===== config.mk =====
export PLATFORM = sky130hd
export DESIGN_NAME = dispatcher
export DESIGN_NICKNAME = d
export VERILOG_FILES = /design/src/rtl/dispatcher_pkg.sv /design/src/rtl/dispatcher_operand.sv /design/src/rtl/dispatcher.sv
export SDC_FILE = /design/constraint.sdc
export NUM_CORES = 1
export LEC_CHECK = 0
export BUFFER_PORTS_ARGS = -buffer_cell sky130_fd_sc_hd__buf_4
export CAP_MARGIN = 5
export CORE_AREA = 4 4 163 165
export CTS_CLUSTER_DIAMETER = 60
export DETAILED_ROUTE_END_ITERATION = 10
export DIE_AREA = 0 0 167 169
export MAX_ROUTING_LAYER = met4
export PLACE_DENSITY = 0.47
export SYNTH_ARGS = -nofsm -noshare
export SYNTH_HDL_FRONTEND = slang
export SYNTH_SLANG_ARGS = --single-unit

===== constraint.sdc =====
create_clock -name clk -period 1.4 [get_ports clk]
set_input_delay 0.14 -clock clk [delete_from_list [all_inputs] [get_ports clk]]
set_output_delay 0.14 -clock clk [all_outputs]
set_load 0.03 [all_outputs]

===== src/rtl/dispatcher_pkg.sv =====
// Shared constants and types for the dispatch stage.
//   OPENUM_TYPE / ROB_ID_TYPE / DATA_TYPE / ADDR_TYPE / REG_ID_TYPE : field widths
//   OPENUM_NOP : opcode driven on the issue bus when nothing is dispatched
//   ZERO_ROB   : ROB tag meaning "operand value is ready"
package dispatcher_pkg;

  localparam int unsigned OPENUM_TYPE = 6;
  localparam int unsigned ROB_ID_TYPE = 4;
  localparam int unsigned DATA_TYPE   = 32;
  localparam int unsigned ADDR_TYPE   = 32;
  localparam int unsigned REG_ID_TYPE = 5;

  typedef logic [OPENUM_TYPE-1:0] openum_t;
  typedef logic [ROB_ID_TYPE-1:0] rob_id_t;
  typedef logic [DATA_TYPE-1:0]   data_t;
  typedef logic [ADDR_TYPE-1:0]   addr_t;
  typedef logic [REG_ID_TYPE-1:0] reg_id_t;

  localparam openum_t OPENUM_NOP = '0;
  localparam rob_id_t ZERO_ROB   = '0;

endpackage


===== src/rtl/dispatcher_operand.sv =====
// Resolves one source operand into a (Q, V) pair for the issue bus.
//   rs                    : source register index (x0 reads as ready zero)
//   q_reg / v_reg         : tag and value from the register file
//   fwd_valid/rd/rob      : rename issued by the previous dispatch (not yet in the regfile)
//   arith_* / ls_*        : CDB broadcasts, only consulted with DISPATCHER_CDB_BYPASS_EN
//   q / v                 : resolved tag and value
// Optional feature macro: DISPATCHER_CDB_BYPASS_EN.
module dispatcher_operand
  import dispatcher_pkg::*;
(
  input  reg_id_t rs,
  input  rob_id_t q_reg,
  input  data_t   v_reg,
  input  logic    fwd_valid,
  input  reg_id_t fwd_rd,
  input  rob_id_t fwd_rob,
  input  logic    arith_valid,
  input  rob_id_t arith_rob,
  input  data_t   arith_result,
  input  logic    ls_valid,
  input  rob_id_t ls_rob,
  input  data_t   ls_result,
  output rob_id_t q,
  output data_t   v
);

`ifndef DISPATCHER_CDB_BYPASS_EN
  // Consumers snoop the CDB themselves in this build.
  logic unused_cdb;
  assign unused_cdb = ^{arith_valid, arith_rob, arith_result, ls_valid, ls_rob, ls_result};
`endif

  always_comb begin
    q = q_reg;
    v = v_reg;
    if (rs == '0) begin
      q = ZERO_ROB;
      v = '0;
    end else begin
      // The regfile has not yet seen the rename from the previous dispatch.
      if (fwd_valid && fwd_rd == rs) begin
        q = fwd_rob;
      end
`ifdef DISPATCHER_CDB_BYPASS_EN
      if (q != ZERO_ROB) begin
        if (arith_valid && arith_rob == q) begin
          q = ZERO_ROB;
          v = arith_result;
        end else if (ls_valid && ls_rob == q) begin
          q = ZERO_ROB;
          v = ls_result;
        end
      end
`endif
    end
  end

endmodule


===== src/rtl/dispatcher.sv =====
// Dispatch stage: accepts decoded instructions, resolves operands, renames rd,
// and issues to the ROB plus either the reservation station or the load/store buffer.
//   clk, rst (sync, active high), rdy (global stall: low holds all state)
//   decoder handshake : valid_from_decoder / ready_to_decoder (combinational)
//   regfile read      : rs1/rs2_to_reg out, Q1/Q2/V1/V2_from_reg in
//   rename            : rename_enable_to_reg, rd_to_reg, rob_id_to_reg (registered)
//   rob               : rob_id_from_rob, full_from_rob, enable_to_rob, clear_from_rob
//   rs / lsb          : full_from_rs/lsb, enable_to_rs/lsb
//   issue bus         : *_to_issue (registered, one-cycle latency)
//   cdb               : Arith and LS broadcasts (used only with DISPATCHER_CDB_BYPASS_EN)
module dispatcher
  import dispatcher_pkg::*;
(
  input  logic    clk,
  input  logic    rst,
  input  logic    rdy,
  input  logic    valid_from_decoder,
  output logic    ready_to_decoder,
  input  openum_t openum_from_decoder,
  input  reg_id_t rd_from_decoder,
  input  reg_id_t rs1_from_decoder,
  input  reg_id_t rs2_from_decoder,
  input  data_t   imm_from_decoder,
  input  addr_t   pc_from_decoder,
  input  logic    is_ls_from_decoder,
  output reg_id_t rs1_to_reg,
  output reg_id_t rs2_to_reg,
  input  rob_id_t Q1_from_reg,
  input  rob_id_t Q2_from_reg,
  input  data_t   V1_from_reg,
  input  data_t   V2_from_reg,
  output logic    rename_enable_to_reg,
  output reg_id_t rd_to_reg,
  output rob_id_t rob_id_to_reg,
  input  rob_id_t rob_id_from_rob,
  input  logic    full_from_rob,
  output logic    enable_to_rob,
  input  logic    full_from_rs,
  input  logic    full_from_lsb,
  output logic    enable_to_rs,
  output logic    enable_to_lsb,
  output openum_t openum_to_issue,
  output rob_id_t Q1_to_issue,
  output rob_id_t Q2_to_issue,
  output data_t   V1_to_issue,
  output data_t   V2_to_issue,
  output addr_t   pc_to_issue,
  output data_t   imm_to_issue,
  output rob_id_t rob_id_to_issue,
  output reg_id_t rd_to_issue,
  input  logic    clear_from_rob,
  input  logic    valid_from_Arith_unit_cdb,
  input  rob_id_t rob_id_from_Arith_unit_cdb,
  input  data_t   result_from_Arith_unit_cdb,
  input  logic    valid_from_LS_unit_cdb,
  input  rob_id_t rob_id_from_LS_unit_cdb,
  input  data_t   result_from_LS_unit_cdb
);

  logic    accept;
  rob_id_t q1, q2;
  data_t   v1, v2;

  assign rs1_to_reg = rs1_from_decoder;
  assign rs2_to_reg = rs2_from_decoder;

  assign ready_to_decoder = !full_from_rob &&
                            !(is_ls_from_decoder ? full_from_lsb : full_from_rs) &&
                            !clear_from_rob;
  assign accept = valid_from_decoder && ready_to_decoder && rdy;

  dispatcher_operand u_op1 (
    .rs           (rs1_from_decoder),
    .q_reg        (Q1_from_reg),
    .v_reg        (V1_from_reg),
    .fwd_valid    (rename_enable_to_reg),
    .fwd_rd       (rd_to_reg),
    .fwd_rob      (rob_id_to_reg),
    .arith_valid  (valid_from_Arith_unit_cdb),
    .arith_rob    (rob_id_from_Arith_unit_cdb),
    .arith_result (result_from_Arith_unit_cdb),
    .ls_valid     (valid_from_LS_unit_cdb),
    .ls_rob       (rob_id_from_LS_unit_cdb),
    .ls_result    (result_from_LS_unit_cdb),
    .q            (q1),
    .v            (v1)
  );

  dispatcher_operand u_op2 (
    .rs           (rs2_from_decoder),
    .q_reg        (Q2_from_reg),
    .v_reg        (V2_from_reg),
    .fwd_valid    (rename_enable_to_reg),
    .fwd_rd       (rd_to_reg),
    .fwd_rob      (rob_id_to_reg),
    .arith_valid  (valid_from_Arith_unit_cdb),
    .arith_rob    (rob_id_from_Arith_unit_cdb),
    .arith_result (result_from_Arith_unit_cdb),
    .ls_valid     (valid_from_LS_unit_cdb),
    .ls_rob       (rob_id_from_LS_unit_cdb),
    .ls_result    (result_from_LS_unit_cdb),
    .q            (q2),
    .v            (v2)
  );

  always_ff @(posedge clk) begin
    if (rst) begin
      enable_to_rob        <= 1'b0;
      enable_to_rs         <= 1'b0;
      enable_to_lsb        <= 1'b0;
      rename_enable_to_reg <= 1'b0;
      rd_to_reg            <= '0;
      rob_id_to_reg        <= ZERO_ROB;
      openum_to_issue      <= OPENUM_NOP;
      Q1_to_issue          <= ZERO_ROB;
      Q2_to_issue          <= ZERO_ROB;
      V1_to_issue          <= '0;
      V2_to_issue          <= '0;
      pc_to_issue          <= '0;
      imm_to_issue         <= '0;
      rob_id_to_issue      <= ZERO_ROB;
      rd_to_issue          <= '0;
    end else if (rdy) begin
      // Enables are single-cycle pulses; a flush lands here too since accept is low.
      enable_to_rob        <= 1'b0;
      enable_to_rs         <= 1'b0;
      enable_to_lsb        <= 1'b0;
      rename_enable_to_reg <= 1'b0;
      openum_to_issue      <= OPENUM_NOP;
      if (accept) begin
        enable_to_rob        <= 1'b1;
        enable_to_rs         <= !is_ls_from_decoder;
        enable_to_lsb        <= is_ls_from_decoder;
        rename_enable_to_reg <= (rd_from_decoder != '0);
        rd_to_reg            <= rd_from_decoder;
        rob_id_to_reg        <= rob_id_from_rob;
        openum_to_issue      <= openum_from_decoder;
        Q1_to_issue          <= q1;
        Q2_to_issue          <= q2;
        V1_to_issue          <= v1;
        V2_to_issue          <= v2;
        pc_to_issue          <= pc_from_decoder;
        imm_to_issue         <= imm_from_decoder;
        rob_id_to_issue      <= rob_id_from_rob;
        rd_to_issue          <= rd_from_decoder;
      end
    end
  end

endmodule


# Word-level counts from Yosys, hierarchy flattened
# Index checks and enable logic that the tools add are counted.
# classes
n_addsub,0
n_mul,0
div,0
magnitude_cmp,0
eq_ne,2
n_shift,0
muxes,12
bitwise_logic,0
n_reduce_logical,14
# ops
cell,count
$mux W32,2
$mux W4,4
$eq A5 B5 Y1,2
$logic_not A5 Y1,2
$logic_and A1 B1 Y1,6
$mux W6,1
$mux W1,5
$reduce_bool A5 Y1,1
$logic_not A1 Y1,4
$reduce_and A2 Y1,1
# word_totals
ff_bits,155
latch_bits,0
ramBits,0
rom_bits,0
input_bits,244
wordCells,41
mem_count,0

# Logic depth before layout (Yosys ltp)
# Gate-level depths: netlist of the first run.
# depth
ltp_word,7
ltp_mapped,7

# Cells and area by module
# From an unflattened synthesis of the first run, not the netlist that was laid out.
# unflattened
cells_unflattened,813
area_unflattened_um2,7912.6
# by_module_without_submodules
mod,instances,cells_per_inst,area_per_inst_um2,seq_area_each_um2
dispatcher,1,695,7031.7,3103.0
dispatcher_operand,2,59,440.4,0.0

# Worst setup path after synthesis of the first run
# OpenSTA, ideal clock, no wires.
# synth_timing
kind,flip-flop to flip-flop
from,register rd_to_issue[1] (netlist name)
to,register Q2_to_issue[0]
setup_ps,95
arrival_ps,1316
slack_ps,-11
path_stages_with_launch,5
n_path_buf,0
period_less_slack_ps,1411
path_cell_list,dfxtp_1 > xor2_1 > nand2b_1 > o21ai_0 > a221oi_1
# synth_rtl
element,line_no,source
end signal: assignment,dispatcher.sv:139,Q2_to_issue <= q2;
end: declaration,dispatcher.sv:44,"output rob_id_t Q2_to_issue,"

==> run summary, run 1 <==
top cells by count, synth = nand2_1, dfxtp_1, a21oi_1
asr flop ratio synth = 0%
PwrDens = 961 mW/mm^2
Clock Path Buffers = 2
CP Max Fanout = 5
Starting Density = 23.8%
Crit Path Category = register to register
period utilisation layout = 92.4%
pin count of the biggest net entering global routing = 57
largest family of logic cells by synthesized area = simple AND/OR/NAND/NOR gates
final std cells w/o fill = 1,558
die area = 0.0282 mm^2
share of cells above drive strength 1 = 34.9%
worst hold path stage count = 3
XOR/XNOR Fraction of Synth Area = 1.47%
slew margin rel. = 84.6%
Max Slew Vio Count = 0
status = complete, no violations
Setup crit end kind = register
clock buffer count from CTS = 17
post-synthesis mux area share = 0.168%
Post-DRT Antenna Nets = 0
Total Power = 10.6 mW
postcts setup bufs = 0
fill cell count = 2,485
register area share after synthesis = 52.1%
Worst path max stage delay = 0.37 ns
FF-to-FF setup slack = 0.11 ns
area share of fa/ha/maj cells after synthesis = 0%
Core ar. = 0.0250 mm^2
Worst Hold Class = primary input to register
CP Cell Sequence = xnor2_1, and4_4, a22oi_1, a221oi_1
Mean Syn Cell Area = 8.00 um^2
Via Count = 6,735
top-area cell type share of the netlist area = 52.1%
area of the multi-input gates = 0.00242 mm^2
met3 WL post-DR = 1240 um
I/O Buffers = 344
leakage = 4.61 nW
Post-route DRC = 0
prevailing post-synth register cell = dfxtp_1
RSZ-0062 raised after global routing = yes
final net count = 1,460
worst vdd ir = 0.658 mV
detailed placement HPWL = 16,700 um
Row Count = 58
vias in the first global route = 6,726
Register-to-Register Path Depth = 4
GP Congestion = 0.820
Mapped Cells = 745
Skew-Pair Late Insertion Delay = 0.42 ns
syn_nets = 989
Placement Cell Area = 0.00900 mm^2
hold path endpoint = Q2_to_issue[2]$_SDFFE_PP0P_
Peak Freq = 773 MHz
Vias/cell = 4.32
hold slack = 0.0176 ns
Max H-tree Level = 4
setup TNS = 0 ns
clk_skew = 0.00836 ns
Setup Viol. Count Final = 0
final wirelength = 23,800 um
Root Buffer = clkbuf_16
Synth Warn # = 0
Yosys reg bits = 155
number of synthesized flops with an enable pin = 0
Inst Count DP = 1,384
drt first-iter violations = 296
WP data arrival = 1.61 ns
simple-gate share of the synthesized area = 23.2%
Post-Syn Area = 0.00596 mm^2
Top Layer Used = met4
hold_sp = Q2_from_reg[2]
Final Hold Viols = 0
global-route wire length before repair = 36,700 um
Die X = 167 um
chip height = 169 um
finished layout cell area = 0.0111 mm^2
Synth Area in Compound Gates = 15.3%
wire length per cell = 15.3 um
clock net sink count = 155
worst slew pin tran = 0.224 ns
Synth area leaders = dfxtp_1, nand2_1, a21oi_1, nand3_1, buf_4
synth unique cells = 26
Area Growth Syn to Fin = 85.6%
Worst R2R Start = rd_to_issue[3]$_SDFFE_PP0P_
CTS tree = built
io pins = 419
dominant cell type by area after synthesis = dfxtp_1
antenna violations before repair = 0
most numerous cell in the Yosys netlist = nand2_1
max cap viols = 0
FF/Latch Area = 0.00311 mm^2
Total Routing Usage GR = 16.5%
Ant. Diodes = 0
CP Data Required Time = 1.71 ns
met2 routed wirelength = 11,600 um
FF-to-FF End = Q2_to_issue[0]$_SDFFE_PP0P_
Clock transition at path regs = 0.07 ns
Initial DRT Pass Iterations = 4
Startpoint Class = register
total congestion overflow = 0
Slowest cell on crit path = dfxtp_2
met1 WL = 10,400 um
Tmin final = 1.29 ns
-- cells in the final DEF, fill, tap and decap left out, types with 4 or more instances in the layout --
master         synthesis  layout
dlygate4sd3_1          0     143
dfxtp_2                0       5
nor2_1                18      18
clkinvlp_4             0       4
nand2b_1               4       4
clkbuf_16              0      17
a21oi_1              146     146
nand2_1              224     224
buf_12                 0      15
a221oi_1               8       8
dfxtp_1              155     150
xnor2_1                8       5
nor2b_1                8       8
a22oi_1                8       8
o21ai_0                9       9
nand3_1               64      64
inv_6                  0       5
buf_4                 29     370
-- worst max-delay path by stage --
stage                                           start                      endpoint  slack (ns)  cells after the start
after floorplan           rd_to_issue[0]$_SDFFE_PP0P_   Q1_to_issue[0]$_SDFFE_PP0P_      0.0007                      4
after global placement             is_ls_from_decoder   Q2_to_issue[1]$_SDFFE_PP0P_       -0.05                      6
after detailed placement           is_ls_from_decoder  pc_to_issue[13]$_SDFFE_PP0P_       -0.05                      7
after CTS                 rd_to_issue[4]$_SDFFE_PP0P_   Q2_to_issue[0]$_SDFFE_PP0P_        0.02                      4
after global routing      rd_to_issue[3]$_SDFFE_PP0P_   Q1_to_issue[3]$_SDFFE_PP0P_       -0.01                      4
final                     rd_to_issue[3]$_SDFFE_PP0P_   Q2_to_issue[0]$_SDFFE_PP0P_        0.11                      4
-- logic make-up (layout without fill, tap and decap cells) --
kind of cell	Yosys count	in the layout
AND/OR/NAND/NOR	330	330
buffers and inverters	77	560
multiplexers	1	1
flip-flops	155	155
AO/OA/AOI/OAI	172	172
XOR/XNOR	10	10
-- stage by stage --
| step | setup WS (ns) | util (%) |
|---|---|---|
| after global routing | -0.0104 | 44.2 |
| after detailed placement | -0.0497 | 35.9 |
| after floorplan | 0.000670 | - |
| after CTS | 0.0248 | 44.0 |
| after global placement | -0.0495 | 35.9 |
| final | 0.107 | 44.2 |
-- area by class of cell --
cell class | instances | share of cell area [%]
timing repair buffer | 528 | 40.8
sequential | 155 | 28.1
multi-input combinational | 513 | 21.9
clock buffer | 18 | 3.97
tap | 330 | 3.73
clock inverter | 13 | 1.41
inverter | 1 | 0.0340
-- where the power goes --
part           internal [mW]  total, mW  switching [mW]  leakage (nW)
Clock                   2.72       4.77            2.05         0.280
Sequential              4.47       4.50          0.0349          1.25
Combinational          0.780       1.35           0.570          3.07
-- timing repair --
| action | CTS | global route |
|---|---|---|
| resized for setup | 0 | 9 |
| hold buffers | 143 | 0 |
| endpoints found under the setup margin | 0 | 8 |
| hold endpoints to repair | 143 | 0 |
-- worst max-delay path, delay by kind of cell (launching register included) --
family / cells / cell delay, ns
AO/OA/AOI/OAI: 2 / 0.33
XOR/XNOR: 1 / 0.21
flip-flops: 1 / 0.37
AND/OR/NAND/NOR: 1 / 0.28
-- layer usage --
layer / global-route usage (%) / up-vias
met5: - / -
met4: 6.01 / 0
met3: 3.29 / 36
met2: 26.8 / 217
met1: 20.5 / 3067
li1: - / 3415
No activity file was read; power rests on OpenSTA's default activity.
==> inputs of run 2 (changes only) <==
--- a/config.mk
+++ b/config.mk
@@ -5,6 +5,7 @@
 export SDC_FILE = /design/constraint.sdc
 export NUM_CORES = 1
 export LEC_CHECK = 0
+export ABC_AREA = 1
 export BUFFER_PORTS_ARGS = -buffer_cell sky130_fd_sc_hd__buf_4
 export CAP_MARGIN = 5
 export CORE_AREA = 4 4 163 165
==> run 2 against run 1 <==
Power is 1.9% lower. Flip-flop and latch count stayed put. Via count is 0.13% lower. Synthesized area is 0.27% higher. Combinational power hardly changed. Sequential share of layout area is 0.49 points higher. Clock power is 4% lower. Non-clock buffer count is 21 lower. Fmax is 0.10% higher. Global-route usage is 0.30 points lower.
==> run summary, run 2 <==
Post-DRT Antenna Nets = 0 (unchanged)
chip height = 169 um (unchanged)
crit path launch = rd_to_issue[0]$_SDFFE_PP0P_
clock net sink count = 155 (unchanged)
Tmin final = 1.29 ns (-0.00134 ns)
number of synthesized flops with an enable pin = 0 (unchanged)
asr flop ratio synth = 0% (unchanged)
detailed placement HPWL = 16,100 um (-3.2%)
Clock transition at path regs = 0.07 ns (about the same)
Mapped Cells = 792 (+6.3%)
postcts setup bufs = 0 (unchanged)
register area share after synthesis = 51.9% (-0.14 points)
Peak Freq = 774 MHz (+0.10%)
Skew-Pair Late Insertion Delay = 0.42 ns (about the same)
hold_sp = rd_from_decoder[1]
synth unique cells = 20 (-23%)
Core ar. = 0.0250 mm^2 (unchanged)
final wirelength = 23,100 um (-2.9%)
antenna violations before repair = 0 (unchanged)
Synth Warn # = 0 (unchanged)
Setup crit end kind = register
wire length per cell = 14.5 um (-5.1%)
Worst Hold Class = primary input to register
Clock Path Buffers = 2 (unchanged)
Max H-tree Level = 4 (unchanged)
Setup Viol. Count Final = 0 (unchanged)
RSZ-0062 raised after global routing = no
clk_skew = 0.0152 ns (+0.00684 ns)
Final Hold Viols = 0 (unchanged)
worst vdd ir = 0.557 mV (-15%)
most numerous cell in the Yosys netlist = nand2_1
CP Max Fanout = 4 (-1)
most common cell after layout, fill and taps aside = buf_4
share of cells above drive strength 1 = 32.8% (-2.1 points)
Crit Path Category = register to register
finished layout cell area = 0.0108 mm^2 (-1.9%)
Yosys reg bits = 155 (unchanged)
Post-Syn Area = 0.00597 mm^2 (+0.27%)
GP Congestion = 0.783 (-4.6%)
Total Power = 10.4 mW (-1.9%)
Max Slew Vio Count = 0 (unchanged)
Starting Density = 23.9% (+0.065 points)
CTS tree = built
prevailing post-synth register cell = dfxtp_1
die area = 0.0282 mm^2 (unchanged)
PwrDens = 960 mW/mm^2 (about the same)
dominant cell type by area after synthesis = dfxtp_1
status = complete, no violations
Ant. Diodes = 0 (unchanged)
period utilisation layout = 92.3% (-0.096 points)
vias in the first global route = 6,806 (+1.2%)
global-route wire length before repair = 36,100 um (-1.6%)
syn_nets = 1,036 (+4.8%)
Startpoint Class = register
most frequent cells in the layout = buf_4, nand2_1, dfxtp_1
pin count of the biggest net entering global routing = 90 (+58%)
Row Count = 58 (unchanged)
Total Routing Usage GR = 16.2% (-0.30 points)
clock buffer count from CTS = 17 (unchanged)
Root Buffer = clkbuf_16
Mean Syn Cell Area = 7.54 um^2 (-5.7%)
max cap viols = 0 (unchanged)
Placement Cell Area = 0.00889 mm^2 (-1.2%)
CP Data Required Time = 1.70 ns (about the same)
leakage = 4.69 nW (+1.8%)
io pins = 419 (unchanged)
Initial DRT Pass Iterations = 5 (+1)
Via Count = 6,726 (-0.13%)
WP data arrival = 1.59 ns (-0.02 ns)
Vias/cell = 4.22 (-2.5%)
drt first-iter violations = 247 (-17%)
Synth area leaders = dfxtp_1, nand2_1, a21oi_1, buf_4, inv_1
total congestion overflow = 0 (unchanged)
top cells by count, synth = nand2_1, dfxtp_1, a21oi_1
Worst R2R Start = rd_to_issue[0]$_SDFFE_PP0P_
worst slew pin tran = 0.451 ns (+0.227 ns)
top-area cell type share of the netlist area = 51.9% (-0.14 points)
Finished Core Util = 43.3% (-0.83 points)
final net count = 1,496 (+2.5%)
Die X = 167 um (unchanged)
Post-route DRC = 0 (unchanged)
I/O Buffers = 344 (unchanged)
Area Growth Syn to Fin = 81.6%
slew margin rel. = 70.0% (-15 points)
[run 2: cell types whose count changed after synthesis, sizes merged, moves of 4 or more]
cell / before / now
nand3: 64 / 23
o21ai: 9 / 1
a21oi: 146 / 150
xnor2: 8 / 0
nor2: 18 / 22
inv: 1 / 34
a221oi: 8 / 0
a211oi: 0 / 9
clkbuf: 30 / 17
nand2b: 4 / 0
a22oi: 8 / 0
nand2: 226 / 326
nor2b: 8 / 0
[run 2: routing by layer]
layer	track usage (%)	up-vias	share of wire (%)
met5	-	-	0
met4	5.12	0	1.9
met3	4.51	32	6.7
met2	26.7	224	48
met1	19.4	3051	43
li1	-	3419	-
[run 2: final timing paths]
check,end,slack (ns),cells past startpoint
max,Q1_to_issue[1]$_SDFFE_PP0P_,0.11,7
min,rd_to_issue[1]$_SDFFE_PP0P_,0.01,3
max reg2reg,Q1_to_issue[1]$_SDFFE_PP0P_,0.11,7
min reg2reg,pc_to_issue[3]$_SDFFE_PP0P_,0.46,2
[run 2: through the flow]
stage	instances	TNS (ns)	hold slack (ns)	worst slack, ns
3_5_place_dp	1427	-9.36	0.401	-0.151
6_report	1595	0	0.0130	0.108
5_1_grt	1595	0	0.0159	0.00649
4_1_cts	1595	0	0.00000852	0.0308
2_1_floorplan	792	0	0.283	0.0167
3_3_place_gp	1427	-7.59	0.391	-0.133
[run 2: worst max-delay path, stage by stage, from the launching register on]
cell and delay [ns]:
dfxtp_1 0.39, inv_1 0.10, nand2_1 0.10, nand3_1 0.12, nor2_2 0.21, nand3_1 0.10, nand3_1 0.10, a21oi_1 0.06
[run 2: area by class of cell]
class                      count  area [um^2]
tap                          330          413
clock buffer                  19          443
inverter                      35          131
fill                        2508        14200
multi-input combinational    536         2330
sequential                   155         3100
timing repair buffer         507         4300
clock inverter                13          133
[run 2: what timing repair did]
| action | 4_1_cts | 5_1_grt |
|---|---|---|
| endpoints found under the setup margin | 3 | 8 |
| endpoints found under the hold margin | 136 | 0 |
| resized for setup | 1 | 6 |
| hold buffers | 136 | 0 |
[run 2: power by group]
| part | total, mW | switching, mW | internal [mW] |
|---|---|---|---|
| clock network | 4.60 | 2.04 | 2.55 |
| registers | 4.50 | 0.0327 | 4.46 |
| logic | 1.32 | 0.577 | 0.747 |
[run 2: cells by family (layout without fill, tap and decap cells)]
| kind of cell | count (synthesis) | after routing | share of synthesized area, % |
|---|---|---|---|
| DFF | 155 | 155 | 51.9 |
| AOI/OAI and AO/OA | 161 | 161 | 14.0 |
| buffers and inverters | 101 | 574 | 9.45 |
| and+or+nand+nor | 375 | 375 | 24.6 |
